### src/rtl/smem_result_packer.sv
// smem_result_packer: packs 65-bit SMEM FIFO records into PACK_COUNT-record
// lines for the host write path, with a 2-entry skid, stall and flush.
//
// Ports:
//   Clk, Clear_in          clock, synchronous active-high reset
//   Data_in/Data_valid_in  record from the FIFO read port
//   Empty_in               FIFO empty flag
//   stall_out              to FIFO stall; high = no pop this cycle
//   flush_in               request to emit a partial line
//   Out_data/Out_count     packed line (slot 0 oldest) and valid slot count
//   Out_valid/Out_ready    output handshake
//   Overflow_out           sticky: record arrived with skid full
//   flush_done_out         one-cycle pulse when a flush completes
// Optional macro SMEM_PACKER_PERF_EN adds Perf_lines and Perf_stall_cycles.
module smem_result_packer #(
    parameter int DATA_WIDTH  = 65,
    parameter int PACK_COUNT  = 4,
    parameter int COUNT_WIDTH = 3
) (
    input  logic                             Clk,
    input  logic                             Clear_in,
    input  logic [DATA_WIDTH-1:0]            Data_in,
    input  logic                             Data_valid_in,
    input  logic                             Empty_in,
    output logic                             stall_out,
    input  logic                             flush_in,
    output logic [DATA_WIDTH*PACK_COUNT-1:0] Out_data,
    output logic [COUNT_WIDTH-1:0]           Out_count,
    output logic                             Out_valid,
    input  logic                             Out_ready,
    output logic                             Overflow_out,
    output logic                             flush_done_out
`ifdef SMEM_PACKER_PERF_EN
    ,
    output logic [31:0]                      Perf_lines,
    output logic [31:0]                      Perf_stall_cycles
`endif
);

    localparam int LINE_W = DATA_WIDTH * PACK_COUNT;
    localparam logic [COUNT_WIDTH-1:0] FULL_CNT = COUNT_WIDTH'(PACK_COUNT);

    typedef enum logic {
        IDLE,
        FLUSH_WAIT
    } state_e;

    state_e                 state_q, state_d;
    logic [DATA_WIDTH-1:0]  acc_q [PACK_COUNT];
    logic [DATA_WIDTH-1:0]  acc_d [PACK_COUNT];
    logic [COUNT_WIDTH-1:0] acc_cnt_q, acc_cnt_d;
    logic [DATA_WIDTH-1:0]  skid_q [2];
    logic [DATA_WIDTH-1:0]  skid_d [2];
    logic [1:0]             skid_cnt_q, skid_cnt_d;
    logic [LINE_W-1:0]      out_data_q, out_data_d;
    logic [COUNT_WIDTH-1:0] out_count_q, out_count_d;
    logic                   out_valid_q, out_valid_d;
    logic                   overflow_q, overflow_d;
    logic                   flush_done_q, flush_done_d;

    logic                   handshake;
    logic                   out_free;
    logic                   acc_full;
    logic                   line_xfer;
    logic                   acc_room;
    logic                   take_skid;
    logic                   take_in;
    logic                   push_skid;
    logic                   rec_valid;
    logic [DATA_WIDTH-1:0]  rec_data;
    logic                   flush_go;
    logic                   emit;
    logic [LINE_W-1:0]      line_bits;

    assign handshake = out_valid_q && Out_ready;
    assign out_free  = !out_valid_q || handshake;
    assign acc_full  = (acc_cnt_q == FULL_CNT);
    assign line_xfer = acc_full && out_free;
    // A full accumulator can still take a record in the cycle it empties.
    assign acc_room  = !acc_full || line_xfer;
    assign take_skid = (skid_cnt_q != 2'd0) && acc_room;
    assign take_in   = Data_valid_in && (skid_cnt_q == 2'd0) && acc_room;
    assign push_skid = Data_valid_in && !take_in && (skid_cnt_q != 2'd2);
    assign rec_valid = take_skid || take_in;
    assign rec_data  = take_skid ? skid_q[0] : Data_in;

    assign flush_go = (state_q == FLUSH_WAIT) && Empty_in && !Data_valid_in
                      && (skid_cnt_q == 2'd0) && out_free;
    assign emit     = line_xfer || (flush_go && (acc_cnt_q != '0));

    assign stall_out = (skid_cnt_q != 2'd0) || (acc_full && !out_free);

    // Unfilled slots of a partial line read as zero.
    always_comb begin
        line_bits = '0;
        for (int k = 0; k < PACK_COUNT; k++) begin
            if (COUNT_WIDTH'(k) < acc_cnt_q) begin
                line_bits[k*DATA_WIDTH +: DATA_WIDTH] = acc_q[k];
            end
        end
    end

    always_comb begin
        acc_d     = acc_q;
        acc_cnt_d = acc_cnt_q;
        if (emit) begin
            acc_cnt_d = '0;
        end
        if (rec_valid) begin
            for (int k = 0; k < PACK_COUNT; k++) begin
                if (COUNT_WIDTH'(k) == acc_cnt_d) begin
                    acc_d[k] = rec_data;
                end
            end
            acc_cnt_d = acc_cnt_d + COUNT_WIDTH'(1);
        end
    end

    always_comb begin
        skid_d     = skid_q;
        skid_cnt_d = skid_cnt_q;
        if (take_skid) begin
            skid_d[0]  = skid_q[1];
            skid_cnt_d = skid_cnt_d - 2'd1;
        end
        if (push_skid) begin
            if (skid_cnt_d == 2'd0) begin
                skid_d[0] = Data_in;
            end else begin
                skid_d[1] = Data_in;
            end
            skid_cnt_d = skid_cnt_d + 2'd1;
        end
    end

    always_comb begin
        overflow_d  = overflow_q || (Data_valid_in && (skid_cnt_q == 2'd2));
        out_data_d  = out_data_q;
        out_count_d = out_count_q;
        out_valid_d = out_valid_q;
        if (emit) begin
            out_data_d  = line_bits;
            out_count_d = acc_cnt_q;
            out_valid_d = 1'b1;
        end else if (handshake) begin
            out_valid_d = 1'b0;
        end
    end

    always_comb begin
        state_d      = state_q;
        flush_done_d = 1'b0;
        unique case (state_q)
            IDLE: begin
                if (flush_in) begin
                    state_d = FLUSH_WAIT;
                end
            end
            FLUSH_WAIT: begin
                if (flush_go) begin
                    state_d      = IDLE;
                    flush_done_d = 1'b1;
                end
            end
            default: state_d = IDLE;
        endcase
    end

    always_ff @(posedge Clk) begin
        if (Clear_in) begin
            state_q      <= IDLE;
            acc_cnt_q    <= '0;
            skid_cnt_q   <= '0;
            out_data_q   <= '0;
            out_count_q  <= '0;
            out_valid_q  <= 1'b0;
            overflow_q   <= 1'b0;
            flush_done_q <= 1'b0;
            for (int k = 0; k < PACK_COUNT; k++) begin
                acc_q[k] <= '0;
            end
            skid_q[0]    <= '0;
            skid_q[1]    <= '0;
        end else begin
            state_q      <= state_d;
            acc_cnt_q    <= acc_cnt_d;
            skid_cnt_q   <= skid_cnt_d;
            out_data_q   <= out_data_d;
            out_count_q  <= out_count_d;
            out_valid_q  <= out_valid_d;
            overflow_q   <= overflow_d;
            flush_done_q <= flush_done_d;
            acc_q        <= acc_d;
            skid_q       <= skid_d;
        end
    end

    assign Out_data       = out_data_q;
    assign Out_count      = out_count_q;
    assign Out_valid      = out_valid_q;
    assign Overflow_out   = overflow_q;
    assign flush_done_out = flush_done_q;

`ifdef SMEM_PACKER_PERF_EN
    logic [31:0] perf_lines_q, perf_lines_d;
    logic [31:0] perf_stall_q, perf_stall_d;

    always_comb begin
        perf_lines_d = perf_lines_q + (handshake ? 32'd1 : 32'd0);
        perf_stall_d = perf_stall_q + (stall_out ? 32'd1 : 32'd0);
    end

    always_ff @(posedge Clk) begin
        if (Clear_in) begin
            perf_lines_q <= '0;
            perf_stall_q <= '0;
        end else begin
            perf_lines_q <= perf_lines_d;
            perf_stall_q <= perf_stall_d;
        end
    end

    assign Perf_lines        = perf_lines_q;
    assign Perf_stall_cycles = perf_stall_q;
`else
    // Performance counters are not built.
`endif

endmodule

### config.mk
export PLATFORM = sky130hd
export DESIGN_NAME = smem_result_packer
export DESIGN_NICKNAME = d
export VERILOG_FILES = /design/src/rtl/smem_result_packer.sv
export SDC_FILE = /design/constraint.sdc
export NUM_CORES = 1
export LEC_CHECK = 0
export ABC_AREA = 1
export ABC_CLOCK_PERIOD_IN_PS = 3000
export CAP_MARGIN = 10
export CORE_MARGIN = 1.5
export CORE_UTILIZATION = 45
export CTS_CLUSTER_DIAMETER = 50
export CTS_CLUSTER_SIZE = 16
export DETAILED_ROUTE_END_ITERATION = 6
export GPL_ROUTABILITY_DRIVEN = 1
export GPL_TIMING_DRIVEN = 0
export PLACE_DENSITY = 0.66
export SLEW_MARGIN = 20
export SYNTH_ARGS = -nofsm -noshare
export SYNTH_HDL_FRONTEND = slang
export SYNTH_SLANG_ARGS = --single-unit
export TNS_END_PERCENT = 20
### constraint.sdc
create_clock -name Clk -period 3 [get_ports Clk]
set_input_delay 0.3 -clock Clk [delete_from_list [all_inputs] [get_ports Clk]]
set_output_delay 0.3 -clock Clk [all_outputs]
set_load 0.02 [all_outputs]
* Word level (Yosys, flattened, before mapping)
Index checks and enable logic that the tools add are counted.
** Word-level totals
- Output and inout bits :: 267
- Word-level logic and storage cells :: 85
- Bits in registers :: 662
** Operators by class
- Equal/unequal tests :: 6
- Mux-type cells :: 19
- Reductions and logical operators :: 37
- Bitwise operators :: 2
- $lt $le $gt $ge :: 4
- Add/sub/neg operators :: 3
** Operator list (number)
- 65-bit two-way mux :: 8
- 130-bit two-way mux :: 1
- 1-bit logical AND :: 14
- 2-bit AND reduction :: 5
- 2-bit by 3-bit == test with 1-bit output, first input constant :: 2
- 1-bit logical OR :: 6
- 1-bit by 3-bit less-than comparator with 1-bit output, first input constant :: 2
- 2-bit by 3-bit less-than comparator with 1-bit output, first input constant :: 2
- 3-bit two-way mux :: 2
- 1-bit logical NOT :: 5
- 1-bit two-way mux :: 5
- 2-bit logical NOT :: 2
- 2-bit two-way mux :: 2
- 2-bit nonzero test :: 2
- 3-bit by 1-bit adder with 3-bit output, second input constant :: 1
- 1-bit by 3-bit == test with 1-bit output, first input constant :: 1
- 3-bit == test, second input constant :: 1
- 3-bit logical NOT :: 1
- 3-bit nonzero test :: 1
- 2-bit by 1-bit adder with 2-bit output, second input constant :: 1
- 2-bit == test, second input constant :: 1
- 2-bit != test, second input constant :: 1
- 1-bit NOT :: 2
- 1-bit one-hot mux with 2 select lines :: 1
- other kinds (2) :: 2

* Logic depth before layout (Yosys ltp)
Gate-level depths: netlist (run 1).
- Depth after elaboration :: 9
- Depth in mapped cells :: 18
- Depth with buffers taken out :: 15

* Worst setup path before layout (run 1)
OpenSTA, ideal clock, no wires.
- Path kind :: reg2reg
- From :: register out_valid_q, in the netlist Out_valid
- To :: register skid_q[35] (netlist name)
- Path slack :: 538 ps
- Library setup time :: 113 ps
- Arrival time :: 2349 ps
- Cell stages (with the launch flop) :: 16
- Cells stage by stage :: dfxtp_1 -> inv_1 -> nor2_4 -> nand3_2 -> nand2_2 -> buf_2 -> nor2_1 -> a21oi_1 -> ha_1 -> clkinv_1 -> nand3_1 -> buf_2 -> buf_2 -> nand2_1 -> nand2_1 -> nor2_1
** On the way
- Word-level cells in the longest chain between the ends :: 9
** RTL lines
- start, declared :: RTL line 57 : logic out_valid_q, out_valid_d;
- start signal, assigned :: RTL line 190 : out_valid_q <= out_valid_d;
- 1-bit logical NOT or 1-bit logical AND (tied branches) :: RTL line 76, 75
- 1-bit logical OR * :: RTL line 76 : assign out_free = !out_valid_q || handshake;
- 1-bit logical AND * :: RTL line 78 : assign line_xfer = acc_full && out_free;
- 1-bit logical OR * :: RTL line 80 : assign acc_room = !acc_full || line_xfer;
- 1-bit logical AND, on equally long branches :: RTL line 81, 82
- 2-bit two-way mux or 1-bit logical NOT (tied branches) :: RTL line 122, 83
- 2-bit logical NOT or 1-bit logical AND (tied branches) :: RTL line 127, 83
- 1-bit NOT (no source line) or 1-bit logical AND (tied branches)
- 2-bit AND reduction (no source line) *
- end signal, assigned :: RTL line 194 : skid_q <= skid_d;
- end, declared :: RTL line 52 : logic [DATA_WIDTH-1:0] skid_q [2];
Every way passes the cells marked *; elsewhere a longest branch is shown, timed or not.
A chain may end at the register's enable or synchronous reset.

* Worst setup path after layout (run 1)
- From :: register skid_cnt_q[0]
- To :: register skid_q[1] (netlist name)
** On the way
- Word-level cells in the longest chain between the ends :: 7
** RTL lines
- start, declared :: RTL line 54 : logic [1:0] skid_cnt_q, skid_cnt_d;
- start signal, assigned :: RTL line 187 : skid_cnt_q <= skid_cnt_d;
- branches (longest 6 deep; another with 2-bit by 1-bit subtractor with 2-bit output)
- 2-bit AND reduction (no source line) *
Mark *: on every way between the ends.

==> metrics.md, run 1 <==
| Metric | Value |
|---|---|
| MaxCap Viol Count | `0` |
| Post-synth EDFFs | `0` |
| Final core occ | `56.97%` |
| Largest family of logic cells by synthesized area | `simple AND/OR/NAND/NOR gates` |
| Yosys top cell by area | `dfxtp_1` |
| Syn Nets | `3812` |
| CP endpoint kind | `register` |
| Synth Area in XOR/XNOR | `0%` |
| Worst hold path type | `input pin to register` |
| Seq/Total Area, Yosys | `49.32%` |
| Startpoint types | `register` |
| PnR worst setup slack | `0.1207 ns` |
| Vias per std cell | `5.338` |
| DR WL/cell | `~19 um` |
| Critical path class | `register to register` |
| Synth Area in Adders | `0.3725%` |
| First DRT Iteration DRCs | `2476` |
| Period utilization | `95.98%` |
| Seq cells post-synth | `662` |
| PD cells | `between 1000 and 1500 nW/um2` |
| Number of global-route vias before repair | `between 20000 and 25000` |
| Arrival @ worst endpoint | `3.37 ns` |
| # fillers | `5863` |
| Hold_ws | `between 0.2 and 0.25 ns` |
| Max Slew Vio Count | `0` |
| Clock sink count | `662` |
| Slew HR | `20.72%` |
| Yosys warnings | `0` |
| Most frequent cell after synthesis | `dfxtp_1` |
| # setup viols final | `0` |
| Main synth FF type | `dfxtp_1` |
| Syn Inst Count | `3733` |
| VDD IR-drop max | `0.6036 mV` |
| GPL Wtd Cong | `0.9064` |
| Worst-skew pair later-pin latency | `0.62 ns` |
| Clk buf depth | `3` |
| Core area | `between 50000 and 60000 um2` |
| TritonCTS clock tree | `yes` |
| Routed vias | `around 26000` |
| Nets | `4216` |
| Leakage | `13.77 nW` |
| Final setup TNS | `0 ns` |
| Die area | `61180 um2` |
| Grt total ovfl | `0` |
| Post-CTS Setup Inserts | `0` |
| Die Wd | `approximately 250 um` |
| First-pass GRT wire length | `around 140000 um` |
| Routed WL | `94270 um` |
| Register area | `13250 um2` |
| CTS Buf Count | `68` |
| CTS clk-pin slew, worst paths | `0.07 ns` |
| Drc violations | `1` |
| Ys async rst share | `0%` |
| CP max stage cell | `clkbuf_1` |
| RR Startpoint | `skid_cnt_q[0]$_SDFF_PP0_` |
| Fin crit period | `~2.9 ns` |
| Gr usage total | `30.25%` |
| Total power | `around 0.036 W` |
| Clk_skew | `0.03121 ns` |
| Layout cell share with drive strength beyond 1 | `under 10%` |
| H-tree depth | `3` |
| Status | `complete, but fails checks` |
| Avg Cell Area, Syn | `about 7 um2` |
| Pin count of the biggest net entering global routing | `17` |
| Top cell type's share of synthesized area | `approximately half` |
| RSZ-0062 raised after global routing | `yes` |
| Worst path cell trace | `inv_1 -> ha_1 -> inv_2 -> clkbuf_1 -> nand3_1 -> and2_1 -> ha_1 -> clkinv_2 -> nand3_2 -> buf_4 -> clkbuf_4 -> nor2_1 -> nor2_1` |
| Synth area leaders | `dfxtp_1 49%, a21oi_1 10%, nand2_1 8.4%` |
| Worst Setup SP | `skid_cnt_q[0]$_SDFF_PP0_` |
| Boundary Pins | `approximately 340` |
| Post-synthesis simple-gate area fraction | `about a quarter` |
| Max FO, Critical Path | `10` |
| Initial antenna violation count | `1` |
| IO Port Bufs | `336` |
| Post-synth cell types | `22` |
| Crit path largest cell delay | `0.47 ns` |
| Row cnt | `89` |
| Synth top cells by count | `662 x dfxtp_1, 600 x nand2_1, 560 x nor2_1` |
| Initial Utilization | `between 40% and 50%` |
| Die H | `247.4 um` |
| Post-route antenna net violation count | `0` |
| Post-Syn Area | `26870 um2` |
| Worst Min Path Start | `Clear_in` |
| Fmax | `347.3 MHz` |
| Failing checks | `DRC` |
| Slew @ Worst Pin | `1.189 ns` |
| Drt first pass iters | `7` |
| Multi-input combinational cell area | `about 11000 um2` |
| Critical path data required time | `3.49 ns` |
| DP HPWL | `70990 um` |
| Final Hold Fails | `0` |
| Compound-Gate Fraction of Synth Area | `a little under a fifth` |
| Pre-CTS setup slack | `-0.7873 ns` |
| Area delta synth->final | `25.14%` |
| Mux contribution to synthesized area | `0%` |
| Root Buffer | `clkbuf_16` |
area by class of cell:
class / count / share of cell area [%]
antenna: 1 / 0.007442
buffer: 331 / 4.625
inverter: 200 / 2.259
clock buffer: 79 / 5.463
clock inverter: 40 / 1.399
timing repair buffer: 336 / 10.01
multi-input combinational: 2538 / 33.94
sequential: 662 / 39.42
tap: 773 / 2.876
logic make-up after synthesis:
family	after synthesis
simple gates	1555
compound gates	975
flops	662
buf+inv	533
fa+ha+maj	8
metrics by stage:
step                cells  area [um2]
finish               4960       33620
CTS                  4961       33580
detailed placement   4842       31200
global route         4960       33620
floorplan            3733       26870
global placement     4842       31200
registers in the layout (all words and copies together) (netlist names):
signal	count
state_q	1
Out_data	260
Overflow_out	1
skid_cnt_q	2
Out_count	3
acc_q	260
acc_cnt_q	3
skid_q	130
Out_valid	1
flush_done_out	1
path summary, 6_finish.rpt:
check	to	slack (ns)	depth (start not counted)
setup / recovery	skid_q[1]$_SDFFE_PP0P_	0.12	13
hold / removal	flush_done_out$_SDFF_PP0_	0.23	2
setup reg to reg	skid_q[1]$_SDFFE_PP0P_	0.12	13
hold reg to reg	skid_q[60]$_SDFFE_PP0P_	0.46	2
worst max-delay path: cells and delay by family, from the launching register on:
kind,cells,cell delay (ns)
and+or+nand+nor,5,0.71
DFF,1,0.33
adders and majority gates,2,0.44
buffers and inverters,6,1.28
metal layers:
layer  wire length, um  vias to the layer above  track usage (%)
li1                  -                    13047                -
met1             39700                    12221            40.17
met2             43090                     1022            49.06
met3              8231                      186            5.342
met4              3248                        0            11.39
met5                 0                        -                0
what timing repair did:
item / 4_1_cts / 5_1_grt
setup endpoints to repair: 391 / 370
pin swaps: 0 / 1
gates resized for setup: 23 / 37
cloned: 0 / 0
hold buffers: 0 / 0
power by group:
| part | internal [W] | switching, W | leakage, nW |
|---|---|---|---|
| Combinational | 0.00480 | 0.0101 | 7.26 |
| Clock | 0.00502 | 0.00386 | 1.11 |
| Sequential | 0.0112 | 0.00127 | 5.40 |
cells in the final DEF (no fill, tap or decap), types with 2 or more instances in the layout:
cell / Yosys / final
inv_8: 0 / 5
nor2_4: 1 / 3
buf_6: 0 / 3
nand2_1: 600 / 600
inv_6: 0 / 12
dfxtp_1: 662 / 661
clkinv_4: 0 / 5
clkdlybuf4s50_1: 0 / 335
clkbuf_2: 0 / 12
clkinvlp_4: 0 / 8
a21oi_1: 546 / 546
buf_2: 124 / 109
o21ai_0: 427 / 425
clkbuf_4: 0 / 10
nand3_1: 368 / 367
clkinv_2: 0 / 5
nor2_2: 2 / 3
clkbuf_8: 0 / 3
ha_1: 8 / 8
nor2_1: 560 / 557
inv_1: 195 / 195
buf_1: 27 / 28
buf_4: 26 / 27
inv_2: 4 / 3
nand4_1: 19 / 19
bufinv_16: 0 / 6
o21ai_1: 0 / 2
clkbuf_16: 0 / 71
clkbuf_1: 156 / 147
Note: power is estimated with default switching activity, not from simulation.
==> run 2, diff against run 1 <==
CORE_MARGIN = 8   (was 1.5)
==> run 2 against run 1 <==
Net effect:
- the run now ends clean
- non-clock buffer count up 3
- clock skew down 0.010 ns
- clock-buffer cell count down 2
- largest cell class unchanged
- critical path type unchanged
- sequential power about the same
- core utilization about the same
- via count up 0.45%
- power about the same
- highest routed layer unchanged
- die area up 11%
- largest power group unchanged
- cell area about the same
- first-iteration DRC count down 3.2%
- clock power down 2%
- sequential share of layout area about the same
==> metrics.md, run 2 (synthesized netlist as in run 1, its figures left out) <==
| Metric | Value |
|---|---|
| Status | `finished, final reports clean` |
| First DRT Iteration DRCs | `2398 (-3.2%)` |
| Grt total ovfl | `0 (unchanged)` |
| Slew HR | `23.93% (+3.2 points)` |
| TritonCTS clock tree | `yes` |
| Vias per std cell | `5.364 (+0.49%)` |
| Root Buffer | `clkbuf_16` |
| PD cells | `1078 nW/um2 (about the same)` |
| Row cnt | `89 (unchanged)` |
| # fillers | `5837 (-0.44%)` |
| RSZ-0062 raised after global routing | `yes` |
| Crit-path leading delay family | `buffers and inverters` |
| # setup viols final | `0 (unchanged)` |
| CP endpoint kind | `register` |
| Routed WL | `97310 um (+3.2%)` |
| Clk buf depth | `3 (unchanged)` |
| Number of global-route vias before repair | `24828 (+1.4%)` |
| Initial antenna violation count | `1 (unchanged)` |
| R2R setup slack | `0.08 ns (-0.04 ns)` |
| Die Wd | `260.4 um (+5.3%)` |
| Fmax | `342.5 MHz (-1.4%)` |
| Total power | `0.03623 W (about the same)` |
| IO Port Bufs | `336 (unchanged)` |
| Max Slew Vio Count | `0 (unchanged)` |
| Arrival @ worst endpoint | `3.46 ns (+0.09 ns)` |
| H-tree depth | `3 (unchanged)` |
| Pin count of the biggest net entering global routing | `17 (unchanged)` |
| Worst hold path type | `input pin to register` |
| Fin crit period | `2.920 ns (+0.04076 ns)` |
| Max FO, Critical Path | `10 (unchanged)` |
| Routed vias | `26595 (+0.45%)` |
| Worst Min Path Start | `Clear_in` |
| Drc violations | `0 (-1)` |
| Core area | `59020 um2 (unchanged)` |
| Clk_skew | `0.02117 ns (-0.01004 ns)` |
| GPL Wtd Cong | `0.9228 (+1.8%)` |
| CTS Buf Count | `66 (-2.9%)` |
| Post-route antenna net violation count | `0 (unchanged)` |
| CP max stage cell | `dfxtp_1` |
| Capturing point of the worst reg2reg path | `skid_q[85]$_SDFF_PP0_` |
| Area delta synth->final | `25.03% (about the same)` |
| Slew @ Worst Pin | `1.141 ns (-0.04816 ns)` |
| Boundary Pins | `338 (unchanged)` |
| Worst hold path cell count | `2 (unchanged)` |
| Crit path top cell by count | `buf_4` |
| Worst-skew pair later-pin latency | `0.61 ns (about the same)` |
| Hold_ws | `0.2763 ns (+0.04360 ns)` |
| Placed insts | `4842 (unchanged)` |
| Drt first pass iters | `6 (-1)` |
| Min-Delay Endpoint | `flush_done_out$_SDFF_PP0_` |
| Reg2Reg Depth | `12 (-1)` |
| Die area | `67780 um2 (+11%)` |
| MaxCap Viol Count | `0 (unchanged)` |
| Finished Layout Cells | `4958 (-0.040%)` |
| Gr usage total | `27.43% (-2.8 points)` |
| Final Hold Fails | `0 (unchanged)` |
| Commonest non-fill, non-tap cells in the layout | `661 x dfxtp_1, 599 x nand2_1, 557 x nor2_1` |
| DP HPWL | `73000 um (+2.8%)` |
| Die H | `260.4 um (+5.3%)` |
| Crit path buffers/inverters | `4 (-2)` |
| Critical path class | `register to register` |
| Crit path largest cell delay | `0.37 ns (-0.10 ns)` |
| DR WL/cell | `19.63 um (+3.3%)` |
| Final setup TNS | `0 ns (unchanged)` |
| Worst path cell trace | `nor2_1 -> nand3_4 -> nand2_8 -> buf_4 -> buf_4 -> a21oi_1 -> ha_1 -> nand3_1 -> buf_4 -> clkbuf_1 -> o21ai_0 -> nor2_1` |
| Startpoint types | `register` |
| N_diodes | `0 (-1)` |
| Period utilization | `97.34% (+1.4 points)` |
| Leakage | `13.75 nW (-0.16%)` |
| Initial Utilization | `45.53% (unchanged)` |
| Critical path data required time | `3.54 ns (+0.05 ns)` |
| Clock sink count | `662 (unchanged)` |
| Most common cell after layout, fill and taps aside | `dfxtp_1` |
| Layout cell share with drive strength beyond 1 | `6.930% (-0.070 points)` |
| VDD IR-drop max | `0.5385 mV (-11%)` |
| CTS clk-pin slew, worst paths | `0.07 ns (about the same)` |
| RR Startpoint | `acc_cnt_q[1]$_SDFF_PP0_` |
| Nets | `4217 (+0.024%)` |
| Levels on crit path | `12 (-1)` |
| First-pass GRT wire length | `145200 um (+2.6%)` |
[run 2: changes by cell type in the layout (fill, tap and decap cells not counted), moves of 2 or more]
| cell | delta |
|---|---|
| clkbuf_2 | -3 |
| clkbuf_16 | -2 |
| buf_4 | +5 |
| clkinv_2 | +3 |
| buf_6 | +2 |
| buf_2 | -5 |
| clkbuf_1 | +6 |
| inv_6 | -4 |
| inv_8 | -2 |
[run 2: metal layers]
layer / wire, um / GRT usage, %
met1: 41130 / 35.88
met4: 3866 / 10.80
met5: 0 / 0
met3: 8501 / 5.756
met2: 43800 / 44.03
[run 2: timing repair]
action / CTS / global route
hold buffers: 0 / 0
pin swaps: 0 / 4
endpoints found under the setup margin: 391 / 353
resized for setup: 24 / 36
setup buffers: 0 / 2
[run 2: worst max path at each step]
stage	from	end	slack [ns]
detailed placement	Out_ready	skid_q[41]$_SDFFE_PP0P_	-0.85
global placement	Out_ready	skid_q[35]$_SDFFE_PP0P_	-0.85
CTS	Out_valid$_SDFFE_PP0P_	skid_q[98]$_SDFF_PP0_	0.003
finish	acc_cnt_q[1]$_SDFF_PP0_	skid_q[85]$_SDFF_PP0_	0.08
floorplan	Out_valid$_SDFFE_PP0P_	skid_q[35]$_SDFFE_PP0P_	0.54
global route	acc_cnt_q[1]$_SDFF_PP0_	skid_q[88]$_SDFF_PP0_	-0.11
[run 2: cell type report]
class	instances	area [um2]	area share (%)
Buffer	332	1575	4.689
Inverter	200	757.0	2.253
Timing Repair Buffer	338	3381	10.06
Clock inverter	38	461.7	1.374
Tap cell	773	967.2	2.879
Clock buffer	77	1777	5.289
Sequential cell	662	13250	39.45
Multi-Input combinational cell	2538	11420	34.00
[run 2: metrics by stage]
stage / cell area (um2) / worst slack [ns] / utilization (%)
2_1_floorplan: 26870 / 0.5384 / -
3_3_place_gp: 31200 / -0.8455 / 52.86
3_5_place_dp: 31200 / -0.8482 / 52.86
4_1_cts: 33510 / 0.003340 / 56.78
5_1_grt: 33590 / -0.1115 / 56.92
6_report: 33590 / 0.07992 / 56.92
[run 2: report_power, final]
group	total [W]	switching, W	internal [W]	leakage, nW
registers	0.0124	0.00124	0.0112	5.40
logic	0.0151	0.0103	0.00483	7.27
clock network	0.00872	0.00379	0.00493	1.08
